`config.mk`:
```
export PLATFORM = sky130hd
export DESIGN_NAME = match_ctrl
export DESIGN_NICKNAME = d
export VERILOG_FILES = /design/src/rtl/game_pkg.sv /design/src/rtl/frame_timer.sv /design/src/rtl/match_ctrl.sv
export SDC_FILE = /design/constraint.sdc
export NUM_CORES = 1
export LEC_CHECK = 0
export CORE_UTILIZATION = 50
export CTS_CLUSTER_SIZE = 8
export DETAILED_ROUTE_END_ITERATION = 8
export GPL_TIMING_DRIVEN = 0
export PLACE_DENSITY = 0.81
export SETUP_SLACK_MARGIN = 0.1
export SYNTH_ARGS = -nofsm -noshare
export SYNTH_HDL_FRONTEND = slang
export SYNTH_SLANG_ARGS = --single-unit
export TNS_END_PERCENT = 5
```
`constraint.sdc`:
```
create_clock -name clk -period 2.4 [get_ports clk]
set_input_delay 0.36 -clock clk [delete_from_list [all_inputs] [get_ports clk]]
set_output_delay 0.36 -clock clk [all_outputs]
set_load 0.005 [all_outputs]
```
`src/rtl/game_pkg.sv`:
```
// ---------------------------------------------------------------------------
// game_pkg
//   Definitions shared by the tank-game match logic.
//   - match_state_t  : 3-bit match sequencer state encoding.
//   - WINNER_*       : 2-bit codes for the HUD winner field.
//   - *_DEF          : default frame timing (60 Hz video assumed).
// ---------------------------------------------------------------------------
package game_pkg;

   typedef enum logic [2:0] {
      IDLE       = 3'd0,
      COUNTDOWN  = 3'd1,
      PLAYING    = 3'd2,
      ROUND_OVER = 3'd3,
      MATCH_OVER = 3'd4
   } match_state_t;

   localparam logic [1:0] WINNER_NONE = 2'd0;
   localparam logic [1:0] WINNER_P1   = 2'd1;
   localparam logic [1:0] WINNER_P2   = 2'd2;

   localparam int FRAMES_PER_STEP_DEF = 60;
   localparam int OVER_FRAMES_DEF     = 120;

endpackage

```
`src/rtl/frame_timer.sv`:
```
// ---------------------------------------------------------------------------
// frame_timer
//   Counts frame_tick pulses while enabled and flags the tick that completes
//   a run of `limit` ticks.  The count then restarts from 0.
//
//   clk    in   system clock
//   reset  in   synchronous active-high, clears the count
//   load   in   synchronous restart of the count at 0 (wins over tick)
//   en     in   count ticks only while high
//   tick   in   one-cycle frame pulse
//   limit  in   number of ticks per completed run (>= 1)
//   done   out  high in the cycle of the limit-th tick
//
//   done is combinational so the owner can act on it in the same cycle; it
//   deliberately does not depend on load, since the owner drives load from
//   done when a run completion causes a state change.
// ---------------------------------------------------------------------------
module frame_timer #(
   parameter int CNT_W = 8
) (
   input  logic             clk,
   input  logic             reset,
   input  logic             load,
   input  logic             en,
   input  logic             tick,
   input  logic [CNT_W-1:0] limit,
   output logic             done
);

   logic [CNT_W-1:0] cnt_q;

   assign done = en & tick & (cnt_q == (limit - CNT_W'(1)));

   always_ff @(posedge clk) begin
      if (reset || load) begin
         cnt_q <= '0;
      end else if (en && tick) begin
         cnt_q <= done ? '0 : cnt_q + CNT_W'(1);
      end
   end

endmodule

```
`src/rtl/match_ctrl.sv`:
```
// ---------------------------------------------------------------------------
// match_ctrl
//   Match-level sequencer for the tank game: countdown, play, round-end hold
//   and match-end, with per-player round scores and the match winner.
//
//   Optional macro MATCH_PAUSE_EN adds pause_btn / paused.
//
//   clk           in   system clock
//   reset         in   synchronous active-high, returns to IDLE
//   start         in   debounced button level, 0->1 edge acts
//   frame_tick    in   one-cycle pulse per video frame
//   hit_player    in   player 1 was hit (may stay high)
//   hit_opponent  in   player 2 was hit (may stay high)
//   pause_btn     in   (MATCH_PAUSE_EN) pause button level
//   engine_reset  out  reset to the game engine
//   game_on       out  high only while actively playing
//   score1/score2 out  rounds won by player 1 / player 2
//   winner        out  0 none, 1 player 1, 2 player 2
//   countdown     out  remaining countdown step, 0 outside COUNTDOWN
//   state         out  current state encoding
//   round_done    out  one-cycle pulse on entry to ROUND_OVER
//   paused        out  (MATCH_PAUSE_EN) play is paused
//
//   Every output is a register loaded from the next-state values, so a
//   condition seen at edge N is visible right after edge N.
// ---------------------------------------------------------------------------
module match_ctrl
   import game_pkg::*;
#(
   parameter int WIN_SCORE       = 3,
   parameter int FRAMES_PER_STEP = FRAMES_PER_STEP_DEF,
   parameter int COUNT_STEPS     = 3,
   parameter int OVER_FRAMES     = OVER_FRAMES_DEF,
   parameter int SCORE_W         = 4
) (
   input  logic               clk,
   input  logic               reset,
   input  logic               start,
   input  logic               frame_tick,
   input  logic               hit_player,
   input  logic               hit_opponent,
`ifdef MATCH_PAUSE_EN
   input  logic               pause_btn,
   output logic               paused,
`endif
   output logic               engine_reset,
   output logic               game_on,
   output logic [SCORE_W-1:0] score1,
   output logic [SCORE_W-1:0] score2,
   output logic [1:0]         winner,
   output logic [1:0]         countdown,
   output logic [2:0]         state,
   output logic               round_done
);

   localparam logic [2:0] S_IDLE       = IDLE;
   localparam logic [2:0] S_COUNTDOWN  = COUNTDOWN;
   localparam logic [2:0] S_PLAYING    = PLAYING;
   localparam logic [2:0] S_ROUND_OVER = ROUND_OVER;
   localparam logic [2:0] S_MATCH_OVER = MATCH_OVER;

   localparam int TMAX  = (FRAMES_PER_STEP > OVER_FRAMES) ? FRAMES_PER_STEP : OVER_FRAMES;
   localparam int CNT_W = $clog2(TMAX + 1);

   localparam logic [SCORE_W-1:0] WIN   = SCORE_W'(WIN_SCORE);
   localparam logic [1:0]         STEPS = 2'(COUNT_STEPS);

   logic [2:0]         state_q, state_d;
   logic [1:0]         step_q, step_d;
   logic [SCORE_W-1:0] score1_q, score1_d;
   logic [SCORE_W-1:0] score2_q, score2_d;
   logic [1:0]         winner_q, winner_d;
   logic               start_q;
   logic               engine_reset_q, game_on_q, round_done_q;
   logic [1:0]         countdown_q;
   logic               paused_d;
   logic               hold_play;

   logic               tmr_load, tmr_en, tmr_done;
   logic [CNT_W-1:0]   tmr_limit;

   logic start_edge;
   assign start_edge = start & ~start_q;

   // Sampled every cycle, including during reset: a button held down
   // through reset must not look like a fresh press afterwards.
   always_ff @(posedge clk) begin
      start_q <= start;
   end

`ifdef MATCH_PAUSE_EN
   logic pause_q, paused_q;

   always_ff @(posedge clk) begin
      pause_q <= pause_btn;
   end

   always_comb begin
      paused_d = paused_q;
      if (state_d != S_PLAYING) begin
         paused_d = 1'b0;
      end else if (state_q == S_PLAYING && pause_btn && !pause_q) begin
         paused_d = ~paused_q;
      end
   end

   always_ff @(posedge clk) begin
      if (reset) paused_q <= 1'b0;
      else       paused_q <= paused_d;
   end

   assign hold_play = paused_q;
   assign paused    = paused_q;
`else
   assign paused_d  = 1'b0;
   assign hold_play = 1'b0;
`endif

   // One timer serves both the countdown steps and the round-over hold.
   assign tmr_limit = (state_q == S_ROUND_OVER) ? CNT_W'(OVER_FRAMES)
                                                : CNT_W'(FRAMES_PER_STEP);

   frame_timer #(.CNT_W(CNT_W)) u_timer (
      .clk   (clk),
      .reset (reset),
      .load  (tmr_load),
      .en    (tmr_en),
      .tick  (frame_tick),
      .limit (tmr_limit),
      .done  (tmr_done)
   );

   always_comb begin
      state_d  = state_q;
      step_d   = step_q;
      score1_d = score1_q;
      score2_d = score2_q;
      winner_d = winner_q;
      tmr_load = 1'b0;
      tmr_en   = 1'b0;
      case (state_q)
         S_IDLE, S_MATCH_OVER: begin
            if (start_edge) begin
               score1_d = '0;
               score2_d = '0;
               winner_d = WINNER_NONE;
               step_d   = STEPS;
               tmr_load = 1'b1;
               state_d  = S_COUNTDOWN;
            end
         end
         S_COUNTDOWN: begin
            tmr_en = 1'b1;
            if (tmr_done) begin
               step_d = step_q - 2'd1;
               if (step_q == 2'd1) begin
                  tmr_load = 1'b1;
                  state_d  = S_PLAYING;
               end
            end
         end
         S_PLAYING: begin
            // Any hit ends the round; a simultaneous double hit is a draw.
            if ((hit_player || hit_opponent) && !hold_play) begin
               if (hit_opponent && !hit_player && score1_q != WIN)
                  score1_d = score1_q + SCORE_W'(1);
               if (hit_player && !hit_opponent && score2_q != WIN)
                  score2_d = score2_q + SCORE_W'(1);
               tmr_load = 1'b1;
               state_d  = S_ROUND_OVER;
            end
         end
         S_ROUND_OVER: begin
            tmr_en = 1'b1;
            if (tmr_done) begin
               tmr_load = 1'b1;
               if (score1_q == WIN) begin
                  winner_d = WINNER_P1;
                  state_d  = S_MATCH_OVER;
               end else if (score2_q == WIN) begin
                  winner_d = WINNER_P2;
                  state_d  = S_MATCH_OVER;
               end else begin
                  step_d  = STEPS;
                  state_d = S_COUNTDOWN;
               end
            end
         end
         default: begin
            tmr_load = 1'b1;
            state_d  = S_IDLE;
         end
      endcase
   end

   always_ff @(posedge clk) begin
      if (reset) begin
         state_q        <= S_IDLE;
         step_q         <= '0;
         score1_q       <= '0;
         score2_q       <= '0;
         winner_q       <= WINNER_NONE;
         engine_reset_q <= 1'b1;
         game_on_q      <= 1'b0;
         countdown_q    <= '0;
         round_done_q   <= 1'b0;
      end else begin
         state_q        <= state_d;
         step_q         <= step_d;
         score1_q       <= score1_d;
         score2_q       <= score2_d;
         winner_q       <= winner_d;
         engine_reset_q <= (state_d == S_IDLE) || (state_d == S_COUNTDOWN);
         game_on_q      <= (state_d == S_PLAYING) && !paused_d;
         countdown_q    <= (state_d == S_COUNTDOWN) ? step_d : 2'd0;
         round_done_q   <= (state_d == S_ROUND_OVER) && (state_q != S_ROUND_OVER);
      end
   end

   assign state        = state_q;
   assign score1       = score1_q;
   assign score2       = score2_q;
   assign winner       = winner_q;
   assign engine_reset = engine_reset_q;
   assign game_on      = game_on_q;
   assign countdown    = countdown_q;
   assign round_done   = round_done_q;

endmodule

```
Word-level counts from Yosys, hierarchy flattened
Index checks and enable logic that the tools add are counted.
{"block": "word_totals", "reg_bits": 28, "word_cells": 97}
{"block": "classes", "n_addsub": 5, "n_eq_ne": 20, "muxes": 35, "bitwise": 5, "n_reduce_logical": 21}
{"operator": "2-to-1 mux 3 bit", "n": 7}
{"operator": "2-to-1 mux 4 bit", "n": 5}
{"operator": "2-to-1 mux 2 bit", "n": 9}
{"operator": "one-hot mux 4 bit (2 select lines)", "n": 2}
{"operator": "2-to-1 mux 7 bit", "n": 2}
{"operator": "equality test 3 x 2 -> 1 bit (second input constant)", "n": 4}
{"operator": "one-hot mux 3 bit (4 select lines)", "n": 1}
{"operator": "AND reduction 4 bit", "n": 3}
{"operator": "adder 4 x 1 -> 4 bit (second input constant)", "n": 2}
{"operator": "equality test 4 x 2 -> 1 bit (second input constant)", "n": 2}
{"operator": "inequality test 2 bit (second input constant)", "n": 4}
{"operator": "inequality test 4 x 2 -> 1 bit (second input constant)", "n": 2}
{"operator": "adder 7 x 1 -> 7 bit (second input constant)", "n": 1}
{"operator": "equality test 7 bit", "n": 1}
{"operator": "subtractor 7 x 1 -> 7 bit (second input constant)", "n": 1}
{"operator": "equality test 3 x 1 -> 1 bit (second input constant)", "n": 2}
{"operator": "logical AND 1 bit", "n": 6}
{"operator": "logical NOT 3 bit", "n": 2}
{"operator": "2-to-1 mux 1 bit", "n": 6}
{"operator": "one-hot mux 2 bit (3 select lines)", "n": 1}
{"operator": "OR reduction 2 bit", "n": 3}
{"operator": "one-hot mux 1 bit (4 select lines)", "n": 1}
{"operator": "one-hot mux 2 bit (2 select lines)", "n": 1}
{"operator": "nonzero test 2 bit", "n": 2}
{"operator": "other kinds (10)", "n": 16}

Logic depth before layout (Yosys ltp)
Gate-level depths: netlist (run 1).
{"block": "logic_depth", "ltp_word": 10, "depth_mapped": 6, "ltp_nobuf": 6}

Modules after synthesis
From an unflattened synthesis (run 1), not the netlist that was laid out.
{"block": "hier_totals", "cells_unflattened": 187, "area_unflattened_um2": 1657.8}
{"mod": "match_ctrl", "n_inst": 1, "cells_per_inst": 116, "area_per_inst_um2": 1058.5}
{"mod": "frame_timer", "n_inst": 1, "cells_per_inst": 71, "area_per_inst_um2": 599.3}

Least setup slack after synthesis (run 1)
OpenSTA, ideal clock, no wires.
{"block": "synth_timing", "kind": "reg2reg", "from": "reg score2_q[0] (netlist: score2[0])", "to": "reg game_on_q (netlist: game_on)", "setup_ns": 0.060, "t_arrival_ns": 1.650, "t_required_ns": 2.340, "setup_slack_ns": 0.690, "stages_incl_launch_ff": 7, "n_path_buf": 0, "path_cell_list": "dfxtp_1 > ha_1 > nor3b_2 > nor3_1 > nor3_1 > a21boi_1 > and3_1"}
{"block": "synth_between", "elab_chain_cells": 6}
{"item": "from (decl)", "line": "match_ctrl.sv:71", "rtl": "logic [SCORE_W-1:0] score2_q, score2_d;"}
{"item": "from (signal assigned)", "line": "match_ctrl.sv:211", "rtl": "score2_q <= score2_d;"}
{"item": "equality test 4 x 2 -> 1 bit", "line": "match_ctrl.sv:180", "rtl": "end else if (score2_q == WIN) begin"}
{"item": "2-to-1 mux 3 bit", "line": "match_ctrl.sv:180"}
{"item": "2-to-1 mux 3 bit", "line": "match_ctrl.sv:177", "rtl": "if (score1_q == WIN) begin"}
{"item": "2-to-1 mux 3 bit", "line": "match_ctrl.sv:175", "rtl": "if (tmr_done) begin"}
{"item": "one-hot mux 3 bit (4 select lines)", "line": "match_ctrl.sv:141", "rtl": "case (state_q)"}
{"item": "equality test 3 x 2 -> 1 bit", "line": "match_ctrl.sv:214", "rtl": "game_on_q <= (state_d == S_PLAYING) && !paused_d;"}
{"item": "to (signal assigned)", "line": "match_ctrl.sv:214"}
{"item": "to (decl)", "line": "match_ctrl.sv:74", "rtl": "logic engine_reset_q, game_on_q, round_done_q;"}
No other way between the ends.
A chain may end at the register's enable or synchronous reset.

Final worst setup path (run 1)
{"block": "layout_timing", "from": "reg score1_q[0] (netlist: score1[0])", "to": "reg game_on_q (netlist: game_on)"}
{"block": "layout_between", "elab_chain_cells": 5}
{"item": "from (decl)", "line": "match_ctrl.sv:70", "rtl": "logic [SCORE_W-1:0] score1_q, score1_d;"}
{"item": "from (signal assigned)", "line": "match_ctrl.sv:210", "rtl": "score1_q <= score1_d;"}
{"item": "equality test 4 x 2 -> 1 bit", "line": "match_ctrl.sv:177"}
{"item": "2-to-1 mux 3 bit", "line": "match_ctrl.sv:177"}
{"item": "2-to-1 mux 3 bit", "line": "match_ctrl.sv:175"}
{"item": "one-hot mux 3 bit (4 select lines)", "line": "match_ctrl.sv:141"}
{"item": "equality test 3 x 2 -> 1 bit", "line": "match_ctrl.sv:214"}
No other way between the ends.

==> results_dict.tcl, run 1 <==
set metrics [dict create \
    status "completed" \
    relSlewSlack 0.675 \
    netlist_area_um2 1490 \
    reg2reg_from "score1[0]" \
    fmax_ghz 0.489 \
    synth_adder_area_share 0.0335 \
    gp_congestion 0.848 \
    clock_path_buffers 2 \
    use_met2 0.357 \
    insertedDiodeCount 0 \
    holdBufCountCts 0 \
    vias_per_cell 5.59 \
    numCtsBuffers 3 \
    muxShareOfSynthArea 0.0134 \
    p_sw_mw 0.219 \
    seq_area_um2 561 \
    grt_setup_unrepaired "false" \
    path_class "reg -> reg" \
    path_max_fanout 5 \
    p_leak_nw 0.714 \
    track_usage 0.216 \
    dp_cells 217 \
    cp.required_ps 2680 \
    numClockSinks 28 \
    postLayoutCoreUtil 0.638 \
    overflow 0 \
    yosys_warnings 0 \
    setup.worst_path.end_class "register" \
    dpl.hpwl_um 2440 \
    r2r-end "game_on" \
    synth-edff-count 0 \
    tightest_slew_ps 483 \
    drtPass1Iterations 4 \
    postLayoutCellArea_um2 1790 \
    drive_above_1_share 0.121 \
    cts-root-buf "clkbuf_4" \
    async_reset_ff_frac 0 \
    cp.arrival_ps 2320 \
    vias 1236 \
    ys_types 48 \
    initialDrtViolationCount 42 \
    hold_viol 0 \
    pwr_density_cell_nw_per_um2 476 \
    drc_errors 0 \
    fin_cells 221 \
    min_period_ps 2040 \
    fp-row-count 19 \
    setup_viol 0 \
    clkTransAtPathRegs_ps 150 \
    vdd_drop_max_mv 0.350 \
    grt_pass1_vias 1202 \
    portBuffers 22 \
    startpoint "score1[0]" \
    internal-power_mw 0.632 \
    synth_flop_cell "dfxtp_1" \
    synth-xor-area-share 0.0645 \
    grt_pass1_wl_um 5440 \
    synth_nets 174 \
    die_w_um 56.7 \
    avgSynthCellArea_um2 9.11 \
    grtUsageMet3 0.0300 \
    grt_max_degree 16 \
    worst_hold_path_type "in -> reg" \
    max_cap_viol_count 0 \
    synth_top_family_by_area "simple AND/OR/NAND/NOR gates" \
    maxSlewViolCount 0 \
    combPwrFrac 0.152 \
    grt_antenna_before_repair 0 \
    layout.nets 201 \
    core_area_um2 2810 \
    r2r_slack_ps 360 \
    initial_core_util 0.533 \
    reg2reg_depth 6 \
    p_clk_frac 0.271 \
    setup_tns_ps 0 \
    clock_latency_ps 330 \
    hold-path-cell-count 2 \
    htree_levels 1 \
    die_y_um 56.7 \
    grtUsageMet1 0.288 \
    postCtsSetupRepairBufs 0 \
    skew_ps 6.90 \
    min_to "score1[0]" \
    sw_frac_of_total 0.257 \
    fin_crit_sh 0.851 \
    n_fill_cell 256 \
    cts_tree "yes" \
    pin_count 24 \
    cts-resized-gates 0 \
    placed_area_um2 1750 \
    wl_per_cell_um 14.6 \
    grt_busiest_layer "met2" \
    area_growth_pct 19.8 \
    multi_input_area_um2 877 \
    synth-compound-area-share 0.152 \
    die_area_um2 3210 \
    synthCells 164 \
    wirelength_um 3220 \
    antenna_left 0 \
    yosys.area_share.simple 0.323 \
    synth-seq-area-share 0.375 \
    hp-start "reset" \
    start_kind "register" \
    p_seq_frac 0.577 \
    ys_seq_elements 28 \
]
cells in the final DEF (no fill, tap or decap), types with 4 or more instances in the layout:
cell,Yosys,routed
clkdlybuf4s50_1,0,22
inv_1,7,7
a21oi_1,6,6
xor2_1,7,7
nand2b_1,4,4
nand3_1,4,4
dfxtp_1,28,28
nor2_1,25,25
nand2_1,11,11
xnor2_1,4,4
ha_1,4,4
nor3_1,5,5
cells in the mapped netlist (all sizes together) (2+ instances only):
| library cell | number | area share |
|---|---|---|
| nand4 | 3 | 0.013 |
| xor2 | 7 | 0.041 |
| nand2b | 4 | 0.017 |
| nor2 | 25 | 0.063 |
| o41ai | 2 | 0.037 |
| o21ai | 6 | 0.023 |
| nand3 | 4 | 0.013 |
| nor3 | 5 | 0.017 |
| inv | 7 | 0.018 |
| nand3b | 4 | 0.023 |
| nor3b | 6 | 0.040 |
| and3 | 3 | 0.013 |
| xnor2 | 4 | 0.023 |
| or2 | 4 | 0.017 |
| mux2i | 2 | 0.013 |
| a21oi | 6 | 0.020 |
| nor4 | 3 | 0.023 |
| dfxtp | 28 | 0.38 |
| nand2 | 12 | 0.032 |
| and3b | 2 | 0.012 |
| or3b | 3 | 0.021 |
| ha | 4 | 0.034 |
| buf | 5 | 0.020 |
power groups by stage:
stage	registers [mW]	logic, mW	clock network [mW]
6_report	0.491	0.130	0.230
3_3_place_gp	0.500	0.126	0
4_1_cts	0.491	0.129	0.240
2_1_floorplan	0.498	0.0883	0
5_1_grt	0.493	0.142	0.255
3_5_place_dp	0.501	0.128	0
worst max-delay path: stages, from the launching register on:
cell      delay (ps)
dfxtp_1          440
ha_1             200
nor3b_2          410
nor3_1           120
nor3_1           240
a21boi_1         370
and3_1           210
routing by layer:
layer | vias up | routed length [um]
met4 | 0 | 47
li1 | 626 | -
met5 | - | 0
met2 | 23 | 1550
met3 | 6 | 123
met1 | 581 | 1500
how the worst max path moves through the flow:
| stage | cells past startpoint | slack (ps) | end |
|---|---|---|---|
| finish | 6 | 360 | game_on |
| floorplan | 6 | 690 | game_on |
| global placement | 7 | 170 | game_on |
| global route | 6 | 150 | game_on |
| detailed placement | 7 | 180 | game_on |
| CTS | 6 | 390 | game_on |
cells by family after synthesis:
kind of cell,after synthesis
adders and majority gates,4
muxes,2
AOI/OAI and AO/OA,25
and+or+nand+nor,82
xor gates and xnor gates,11
buffers and inverters,12
DFF,28
final cells by class:
| type | instances | share of cell area |
|---|---|---|
| buffer | 5 | 0.0168 |
| clock buffer | 4 | 0.0203 |
| multi-input combinational | 124 | 0.490 |
| inverter | 7 | 0.0147 |
| sequential | 28 | 0.313 |
| tap | 31 | 0.0217 |
| timing repair buffer | 22 | 0.123 |
registers in the layout, indices dropped and copies added, names as in the netlist:
signal,count
start_q,1
countdown,2
round_done,1
score1,4
state,3
winner,2
game_on,1
score2,4
step_q,2
u_timer.cnt_q,7
engine_reset,1
through the flow:
stage	hold slack, ps	setup slack (ps)	power [mW]
floorplan	388	690	0.587
global placement	481	166	0.625
detailed placement	498	184	0.629
CTS	371	387	0.859
global route	410	154	0.889
finish	389	357	0.851
(Power assumes the default switching activity.)
==> inputs of run 2 (changes only) <==
GPL_ROUTABILITY_DRIVEN = 0   (was default)
PLACE_DENSITY = default   (was 0.81)
PLACE_DENSITY_LB_ADDON = 0.05   (was default)
TNS_END_PERCENT = 50   (was 5)
==> results_dict.tcl, run 2 (synthesized netlist as in run 1, its figures left out) <==
set metrics [dict create \
    grt_pass1_wl_um 5440 \
    finalWorstSetupSlack_ps 360 \
    vias 1269 \
    tightest_slew_ps 541 \
    numCtsBuffers 3 \
    status "finished with violations" \
    cp.required_ps 2690 \
    initialDrtViolationCount 37 \
    postCtsSetupRepairBufs 0 \
    setup_tns_ps 0 \
    numClockSinks 28 \
    worst_hold_path_type "in -> reg" \
    cts-resized-gates 0 \
    area_growth_pct 20.9 \
    path_class "reg -> reg" \
    dpl_worst_slack_ps 157 \
    clkTransAtPathRegs_ps 150 \
    die_area_um2 3210 \
    layout.nets 201 \
    largest_reg_flops 7 \
    die_y_um 56.7 \
    cp_common_cell "nor3_1" \
    cp.arrival_ps 2330 \
    vdd_drop_max_mv 0.342 \
    fin_crit_sh 0.850 \
    wirelength_um 3070 \
    pwr_density_cell_nw_per_um2 515 \
    grt_setup_unrepaired "false" \
    postLayoutCoreUtil 0.644 \
    relSlewSlack 0.636 \
    skew_ps 3.41 \
    clock_path_buffers 2 \
    n_fill_cell 247 \
    cts_tree "yes" \
    p_leak_nw 0.721 \
    core_area_um2 2810 \
    drive_above_1_share 0.121 \
    fp-row-count 19 \
    hold_viol 0 \
    wl_per_cell_um 13.9 \
    final_common_cell "dfxtp_1" \
    dpl.hpwl_um 2310 \
    largest_register "u_timer.cnt_q" \
    track_usage 0.216 \
    final_cell_mix "dfxtp_1, nor2_1, clkdlybuf4s50_1, nand2_1" \
    maxSlewViolCount 0 \
    insertedDiodeCount 0 \
    slowest_delay_ps 420 \
    pin_count 24 \
    cp_slowest_cell "dfxtp_1" \
    overflow 0 \
    drtPass1Iterations 6 \
    portBuffers 22 \
    holdBufCountCts 0 \
    die_w_um 56.7 \
    setup_viol 0 \
    vias_per_cell 5.74 \
    violations "design-rule violations" \
    antenna_left 0 \
    cts-root-buf "clkbuf_4" \
    grt_pass1_vias 1248 \
    path_max_fanout 5 \
    initial_core_util 0.533 \
    start_kind "register" \
    setup.worst_path.end_class "register" \
    grt_max_degree 17 \
    clock_latency_ps 330 \
    power_mw 0.930 \
    max_cap_viol_count 0 \
    min_period_ps 2040 \
    grt_antenna_before_repair 0 \
    htree_levels 1 \
    drc_errors 5 \
    fmax_ghz 0.490 \
    path_cells "ha_1 > nor3b_2 > nor3_1 > nor3_1 > a21boi_1 > and3_1" \
]
==> run 2: changes by cell type in the layout (fill, tap and decap cells not counted) <==
cell       delta
bufinv_16     +1
clkbuf_8      -1
==> run 2: stage by stage <==
stage / hold slack (ps) / instance area, um^2 / std cells
4_1_cts: 381 / 1810 / 221
6_report: 383 / 1810 / 221
3_3_place_gp: 479 / 1750 / 217
3_5_place_dp: 493 / 1750 / 217
2_1_floorplan: 388 / 1490 / 164
5_1_grt: 395 / 1810 / 221
==> run 2: final cells by class <==
| cell class | count | area (um^2) | area share |
|---|---|---|---|
| tap | 31 | 38.8 | 0.0215 |
| multi-input combinational | 124 | 877 | 0.486 |
| clock inverter | 1 | 30.0 | 0.0166 |
| buffer | 5 | 30.0 | 0.0166 |
| sequential | 28 | 561 | 0.310 |
| timing repair buffer | 22 | 220 | 0.122 |
| clock buffer | 3 | 22.5 | 0.0125 |
| inverter | 7 | 26.3 | 0.0146 |
==> run 2: path summary, 6_finish.rpt <==
check / from / endpoint / slack (ps) / depth (start not counted)
worst min-delay path: reset / step_q[1] / 380 / 2
worst max-delay path: score1[0] / game_on / 360 / 6
worst min register to register: u_timer.cnt_q[0] / u_timer.cnt_q[0] / 520 / 2
worst max register to register: score1[0] / game_on / 360 / 6
==> run 2: worst max-delay path: cells and delay by family, from the launching register on <==
family | cells | cell delay (ps)
and+or+nand+nor | 4 | 1000
DFF | 1 | 420
AOI/OAI and AO/OA | 1 | 370
adders and majority gates | 1 | 200
==> run 2: per-layer routing <==
metal,global-route usage,vias to the layer above,routed length [um],part of all wire
met4,0.0929,0,73,0.024
met2,0.352,42,1410,0.46
met1,0.288,588,1460,0.47
met5,0,-,0,0
li1,-,630,-,-
met3,0.0253,9,134,0.044
==> run 2: power by group <==
| part | leakage (nW) | switching [mW] | internal (mW) |
|---|---|---|---|
| Combinational | 0.466 | 0.0685 | 0.0612 |
| Sequential | 0.227 | 0.0129 | 0.478 |
| Clock | 0.0279 | 0.141 | 0.169 |
| Total | 0.721 | 0.222 | 0.708 |
